$ cat src/rtl/ofdm_cnt_pkg.sv
// Shared constants for the OFDM RX timing counters.
//   CNT_UP   : stage counts 0 .. limit, then reloads 0.
//   CNT_DOWN : stage counts limit .. 0, then reloads limit.
package ofdm_cnt_pkg;

   localparam logic CNT_UP   = 1'b0;
   localparam logic CNT_DOWN = 1'b1;

endpackage

$ cat src/rtl/cnt_stage.sv
// One digit of the cascade counter: a W-bit count that steps by +/-1 and
// reloads its start value when stepped at its terminal value.
// Ports:
//   clk, rst_n   clock, asynchronous active-low reset
//   clr          synchronous clear to clr_val (highest priority)
//   load         synchronous preload from load_val (already clamped to limit)
//   step         carry into this stage; advance by one
//   wrap         the whole cascade wraps this cycle; reload from clr_val
//   clr_val      start value built from the incoming limit / direction
//   load_val     preload value
//   limit_q      shadowed terminal value
//   dir_q        shadowed direction (CNT_UP / CNT_DOWN)
//   count        registered count
//   term         count is at its terminal value (not gated by arming)
module cnt_stage
   import ofdm_cnt_pkg::*;
#(
   parameter int unsigned W = 8
) (
   input  logic         clk,
   input  logic         rst_n,
   input  logic         clr,
   input  logic         load,
   input  logic         step,
   input  logic         wrap,
   input  logic [W-1:0] clr_val,
   input  logic [W-1:0] load_val,
   input  logic [W-1:0] limit_q,
   input  logic         dir_q,
   output logic [W-1:0] count,
   output logic         term
);

   logic [W-1:0] count_q;
   logic [W-1:0] count_d;
   logic [W-1:0] restart_val;

   assign term = (dir_q == CNT_DOWN) ? (count_q == '0) : (count_q == limit_q);

   // Reload within a frame uses the shadowed settings; on a full wrap the
   // start value comes from the freshly latched limit/direction instead.
   assign restart_val = wrap ? clr_val : ((dir_q == CNT_DOWN) ? limit_q : '0);

   always_comb begin
      count_d = count_q;
      if (clr) begin
         count_d = clr_val;
      end else if (load) begin
         count_d = load_val;
      end else if (step) begin
         if (term) begin
            count_d = restart_val;
         end else if (dir_q == CNT_DOWN) begin
            count_d = count_q - W'(1);
         end else begin
            count_d = count_q + W'(1);
         end
      end
   end

   always_ff @(posedge clk or negedge rst_n) begin
      if (!rst_n) begin
         count_q <= '0;
      end else begin
         count_q <= count_d;
      end
   end

   assign count = count_q;

endmodule

$ cat src/rtl/cascade_counter.sv
// Multi-stage nested counter for OFDM RX timing (sample/symbol/frame counts).
// Stage 0 is least significant; each stage has its own terminal value, held in
// shadow registers that only update at latch points (clr, load, full wrap).
// Ports:
//   clk, rst_n   clock, asynchronous active-low reset
//   en           count enable (ignored while disarmed)
//   clr          clear to start values, latch limits/direction, arm
//   load         preload min(load_val, limit), latch limits/direction, arm
//   mode_down    0 = up, 1 = down; sampled only at latch points
//   limit        per-stage terminal values, stage k at [k*W +: W]
//   load_val     per-stage preload values, same packing
//   cnt          registered stage counts
//   stage_last   per-stage terminal flags (0 while disarmed)
//   all_last     every stage terminal
//   wrap_pulse   one-cycle strobe the cycle after a full wrap
//   wrap_cnt     saturating count of full wraps since clr
//   armed        counter armed
module cascade_counter
   import ofdm_cnt_pkg::*;
#(
   parameter int unsigned NUM_STAGES = 3,
   parameter int unsigned W          = 8,
   parameter int unsigned WRAP_W     = 16
) (
   input  logic                    clk,
   input  logic                    rst_n,
   input  logic                    en,
   input  logic                    clr,
   input  logic                    load,
   input  logic                    mode_down,
   input  logic [NUM_STAGES*W-1:0] limit,
   input  logic [NUM_STAGES*W-1:0] load_val,
   output logic [NUM_STAGES*W-1:0] cnt,
   output logic [NUM_STAGES-1:0]   stage_last,
   output logic                    all_last,
   output logic                    wrap_pulse,
   output logic [WRAP_W-1:0]       wrap_cnt,
   output logic                    armed
);

   logic [NUM_STAGES*W-1:0] limit_q;
   logic [NUM_STAGES*W-1:0] limit_d;
   logic                    dir_q;
   logic                    dir_d;
   logic                    armed_q;
   logic                    armed_d;
   logic                    wrap_pulse_q;
   logic                    wrap_pulse_d;
   logic [WRAP_W-1:0]       wrap_cnt_q;
   logic [WRAP_W-1:0]       wrap_cnt_d;

   logic [NUM_STAGES-1:0]   stage_term;
   logic [NUM_STAGES-1:0]   carry;
   logic                    advance;
   logic                    full_wrap;
   logic                    latch;

   // Terminal flags depend only on registered state, so en never reaches an
   // output combinationally.
   assign stage_last = armed_q ? stage_term : '0;
   assign all_last   = &stage_last;

   // clr and load each override en; only a bare enabled step advances.
   assign advance   = en && armed_q && !clr && !load;
   assign full_wrap = advance && all_last;
   assign latch     = clr || load || full_wrap;

   for (genvar k = 0; k < NUM_STAGES; k++) begin : g_stage
      logic [W-1:0] lim_in;
      logic [W-1:0] lv_in;
      logic [W-1:0] start_val;
      logic [W-1:0] load_clamped;

      assign lim_in       = limit[k*W +: W];
      assign lv_in        = load_val[k*W +: W];
      assign start_val    = (mode_down == CNT_DOWN) ? lim_in : '0;
      assign load_clamped = (lv_in > lim_in) ? lim_in : lv_in;

      if (k == 0) begin : g_carry0
         assign carry[k] = advance;
      end else begin : g_carryk
         assign carry[k] = carry[k-1] && stage_last[k-1];
      end

      cnt_stage #(
         .W(W)
      ) u_stage (
         .clk     (clk),
         .rst_n   (rst_n),
         .clr     (clr),
         .load    (load),
         .step    (carry[k]),
         .wrap    (full_wrap),
         .clr_val (start_val),
         .load_val(load_clamped),
         .limit_q (limit_q[k*W +: W]),
         .dir_q   (dir_q),
         .count   (cnt[k*W +: W]),
         .term    (stage_term[k])
      );
   end

   always_comb begin
      limit_d      = limit_q;
      dir_d        = dir_q;
      armed_d      = armed_q;
      wrap_pulse_d = full_wrap;
      wrap_cnt_d   = wrap_cnt_q;

      if (latch) begin
         limit_d = limit;
         dir_d   = mode_down;
      end

      if (clr || load) begin
         armed_d = 1'b1;
      end

      if (clr) begin
         wrap_cnt_d = '0;
      end else if (full_wrap && (wrap_cnt_q != '1)) begin
         wrap_cnt_d = wrap_cnt_q + WRAP_W'(1);
      end
   end

   always_ff @(posedge clk or negedge rst_n) begin
      if (!rst_n) begin
         limit_q      <= '0;
         dir_q        <= CNT_UP;
         armed_q      <= 1'b0;
         wrap_pulse_q <= 1'b0;
         wrap_cnt_q   <= '0;
      end else begin
         limit_q      <= limit_d;
         dir_q        <= dir_d;
         armed_q      <= armed_d;
         wrap_pulse_q <= wrap_pulse_d;
         wrap_cnt_q   <= wrap_cnt_d;
      end
   end

   assign wrap_pulse = wrap_pulse_q;
   assign wrap_cnt   = wrap_cnt_q;
   assign armed      = armed_q;

endmodule

$ cat config.mk
export PLATFORM = sky130hd
export DESIGN_NAME = cascade_counter
export DESIGN_NICKNAME = d
export VERILOG_FILES = /design/src/rtl/ofdm_cnt_pkg.sv /design/src/rtl/cnt_stage.sv /design/src/rtl/cascade_counter.sv
export SDC_FILE = /design/constraint.sdc
export NUM_CORES = 1
export LEC_CHECK = 0
export CELL_PAD_IN_SITES_DETAIL_PLACEMENT = 1
export CELL_PAD_IN_SITES_GLOBAL_PLACEMENT = 1
export CORE_MARGIN = 2
export CORE_UTILIZATION = 38
export CTS_BUF_LIST = sky130_fd_sc_hd__clkbuf_2 sky130_fd_sc_hd__clkbuf_4 sky130_fd_sc_hd__clkbuf_8
export CTS_CLUSTER_SIZE = 40
export DETAILED_ROUTE_END_ITERATION = 12
export PLACE_DENSITY = 0.83
export SYNTH_ARGS = -nofsm -noshare
export SYNTH_HDL_FRONTEND = slang
export SYNTH_HIERARCHICAL = 1
export SYNTH_SLANG_ARGS = --single-unit
export TNS_END_PERCENT = 50
$ cat constraint.sdc
create_clock -name clk -period 4 [get_ports clk]
set_input_delay 0.8 -clock clk [delete_from_list [all_inputs] [get_ports clk]]
set_output_delay 0.8 -clock clk [all_outputs]
set_load 0.01 [all_outputs]
==> metrics.csv, run 1 <==
stage,metric,value,unit
status,outcome,"finished, final reports clean",
min_path,hold_path_class,flip-flop to flip-flop,
cts,h-tree-depth,3,
layout,layoutNonFillerInstCount,1048,
min_path,whs_endpoint,wrap_cnt[13],
layout,layout-drive-gt1-share,11.2,%
drt,wl_per_cell,18.7,µm
floorplanning,std_cell_rows,47,
sta,period_needed,3.59,ns
sta,hold_viol,0,
placement,io_buffers,99,
cts,insertion_delay,0.38,ns
power_and_ir_drop,power.density,297,nW/µm²
sta,skew,0.0197,ns
synth,postSynthCellCount,736,
drt,drt_iter0_markers,290,
critical_path,r2r-end,wrap_cnt[9],
critical_path,required,3.20,ns
synth,synth_edf_count,0,
sta,max-slew-margin-rel,33.3,%
cts,clock-root-buffer,clkbuf_8,
sta,rsz0062_at_grt,false,
placement,hpwl,14100,µm
floorplanning,initial_utilization,38.6,%
sta,fin_setup_tns,0,ns
sta,drv_slew,0,
critical_path,cp.arrival,2.79,ns
layout,fillCellCount,1938,
drt,first_pass_iters,7,
floorplanning,coreArea,16400,µm²
critical_path,ff2ff_path_depth,8,
power_and_ir_drop,power.leakage,0.00320,µW
sta,setup_viol,0,
placement,gp_congestion,0.853,
cts,cts_buffers,9,
critical_path,rrSetupSlack,0.75,ns
global_route,grt_pass1_wl,31900,µm
synth,synthesis.nets,836,
synth,synthArstFlopShare,100,%
cts,cts_buffer_depth,2,
critical_path,path_max_fanout,12,
cts,cts.sinks,67,
critical_path,crit_path_end_kind,output port,
drt,dr_total_vias,5923,
cts,ctsResizeCount,0,
critical_path,path_cells,or4_4 > nor3_2 > a41o_2 > and4_1 > clkdlybuf4s50_1,
layout,layout.nets,923,
floorplanning,die_w,133,µm
placement,pre_cts_ws,0.624,ns
global_route,gr-usage-all-layers,22.5,%
layout,diodes,0,
drt,drc_errors,0,
synth,ys_ff_latch,67,
floorplanning,ioPinCount,100,
synth,synth_top_area_share,26.5,%
min_path,hold_depth,1,
critical_path,cpPeakStageDelay,0.58,ns
critical_path,cpMaxStageDelayCell,clkdlybuf4s50_1,
floorplanning,dieArea,17700,µm²
power_and_ir_drop,finalPower,2280,µW
synth,synth_flop_cell,dfrtp_1,
synth,synth_common_cells,"a21oi_1 (73), dfrtp_1 (67), nand2_1 (59)",
cts,cts_tree,yes,
critical_path,path_class,flip-flop to output port,
drt,detail-route-antenna-nets,0,
sta,setup_slack,0.413,ns
layout,area_delta_synth_final,21.1,%
synth,yosysTopAreaCell,dfrtp_1,
sta,timing.fmax,279,MHz
cts,hold_buffers,0,
synth,synth.area.top_cells,"dfrtp_1 (27%), ha_1 (8.5%), a21oi_1 (5.8%), mux2_2 (5.2%), mux2_4 (4.7%)",
layout,design_area,7660,µm²
placement,placed_cells,1032,
drt,routed_wirelength,19600,µm
power_and_ir_drop,irDropWorstVdd,148,µV
placement,place_area,7460,µm²
min_path,hold_start,wrap_cnt[13],
cts,cts_setup_buffers,0,
sta,tightest_slew,0.998,ns
critical_path,r2r-start,g_stage[2].u_stage/count[4],
synth,ys.warnings.count,6,
global_route,grt_pass1_vias,6260,
flow_run,maxCapViolCount,0,
synth,ys_types,63,
floorplanning,chipHeight,133,µm
cts,path_clk_slew,0.09,ns
global_route,antenna_found_initial,0,
synth,synth_area,6330,µm²
sta,fin_crit_sh,89.7,%
synth,synth_seq_area_share,26.5,%
global_route,grt_start_max_net_pins,74,
drt,drt-vias-per-instance,5.65,
critical_path,start_kind,flip-flop,
synth,synth_area_per_cell,8.60,µm²
synth,synth.most_common_cell,a21oi_1,
global_route,overflow,0,
[worst max-delay path by stage]
| stage | from | to | slack (ns) | depth (start not counted) |
|---|---|---|---|---|
| 2_1_floorplan | dir_q | g_stage[2].u_stage/count[5] | 0.05 | 14 |
| 3_5_place_dp | limit[9] | g_stage[1].u_stage/count[2] | 0.62 | 12 |
| 3_3_place_gp | limit[9] | g_stage[1].u_stage/count[7] | 0.71 | 14 |
| 6_report | g_stage[2].u_stage/count[4] | all_last | 0.41 | 5 |
| 5_1_grt | g_stage[2].u_stage/count[4] | all_last | 0.33 | 5 |
| 4_1_cts | g_stage[2].u_stage/count[4] | all_last | 0.39 | 5 |
[stage by stage]
stage / util [%] / hold slack (ns)
finish: 46.7 / 0.524
global route: 46.7 / 0.568
CTS: 46.7 / 0.522
detailed placement: 45.5 / 0.510
global placement: 45.5 / 0.503
floorplan: - / 0.504
[kinds of logic (layout without fill, tap and decap cells)]
kind of cell | after synthesis | in the layout | share of synthesized area [%]
compound gates | 184 | 184 | 18.0
xor+xnor | 43 | 43 | 5.95
fa+ha+maj | 46 | 46 | 9.45
buf+inv | 80 | 172 | 6.47
flops | 67 | 67 | 26.5
mux | 71 | 71 | 13.4
simple gates | 245 | 245 | 20.2
[power by group]
group          internal (µW)  switching [µW]
Clock                    318             297
Combinational            428             414
Sequential               727            92.6
[placed cells by master, fill, tap and decap left out, types with 10 or more instances in the layout]
cell | synthesis | final
a21oi_1 | 73 | 73
and2_1 | 29 | 29
buf_4 | 0 | 12
clkbuf_8 | 2 | 10
clkdlybuf4s50_1 | 0 | 96
dfrtp_1 | 67 | 66
ha_1 | 43 | 43
inv_1 | 43 | 43
mux2_2 | 29 | 29
mux2_4 | 20 | 20
mux2i_1 | 22 | 22
nand2_1 | 59 | 59
nand4_1 | 13 | 13
nor2_1 | 45 | 45
nor2b_1 | 17 | 17
nor3_1 | 29 | 29
nor3b_1 | 10 | 10
o21ai_0 | 36 | 36
xnor2_1 | 33 | 33
xor2_1 | 10 | 10
[area by class of cell]
type | count | area (µm²) | share of cell area (%)
Multi-Input combinational cell | 589 | 4240 | 55.3
Sequential cell | 67 | 1680 | 21.9
Inverter | 45 | 184 | 2.40
Timing Repair Buffer | 111 | 1080 | 14.1
Tap cell | 220 | 275 | 3.59
Clock inverter | 4 | 50.0 | 0.653
Clock buffer | 12 | 153 | 1.99
[state kept, by name, summed over array words and instances, names as in the netlist]
signal and cells:
dir_q 1, g_stage.u_stage/count 24, limit_q 24, wrap_cnt 16, wrap_pulse 1, armed 1
[worst max-delay path, delay by kind of cell, from the launching register on]
kind | cells | cell delay (ns)
AND/OR/NAND/NOR | 3 | 0.94
buffers and inverters | 1 | 0.58
flip-flops | 1 | 0.46
AO/OA/AOI/OAI | 1 | 0.43
[per-layer routing]
metal | vias to the layer above | global-route usage, % | routed length [µm]
met1 | 2936 | 28.8 | 8930
met3 | 32 | 2.91 | 586
met4 | 0 | 8.18 | 446
met5 | - | 0 | 0
li1 | 2839 | - | -
met2 | 116 | 38.7 | 9600
Note: power is estimated with default switching activity, not from simulation.
==> run 2, diff against run 1 <==
--- a/config.mk
+++ b/config.mk
@@ -12,6 +12,7 @@
 export CTS_BUF_LIST = sky130_fd_sc_hd__clkbuf_2 sky130_fd_sc_hd__clkbuf_4 sky130_fd_sc_hd__clkbuf_8
 export CTS_CLUSTER_SIZE = 40
 export DETAILED_ROUTE_END_ITERATION = 12
+export GPL_ROUTABILITY_DRIVEN = 0
 export PLACE_DENSITY = 0.83
 export SYNTH_ARGS = -nofsm -noshare
 export SYNTH_HDL_FRONTEND = slang
==> results of run 2 <==
The final DEF is identical to that of run 1; final timing and power are the same.
==> run 3, diff against run 2 <==
--- a/config.mk
+++ b/config.mk
@@ -10,6 +10,7 @@
 export CORE_MARGIN = 2
 export CORE_UTILIZATION = 38
 export CTS_BUF_LIST = sky130_fd_sc_hd__clkbuf_2 sky130_fd_sc_hd__clkbuf_4 sky130_fd_sc_hd__clkbuf_8
+export CTS_CLUSTER_DIAMETER = 30
 export CTS_CLUSTER_SIZE = 40
 export DETAILED_ROUTE_END_ITERATION = 12
 export GPL_ROUTABILITY_DRIVEN = 0
==> results of run 3 <==
The final DEF is identical to that of run 1; final timing and power are the same.
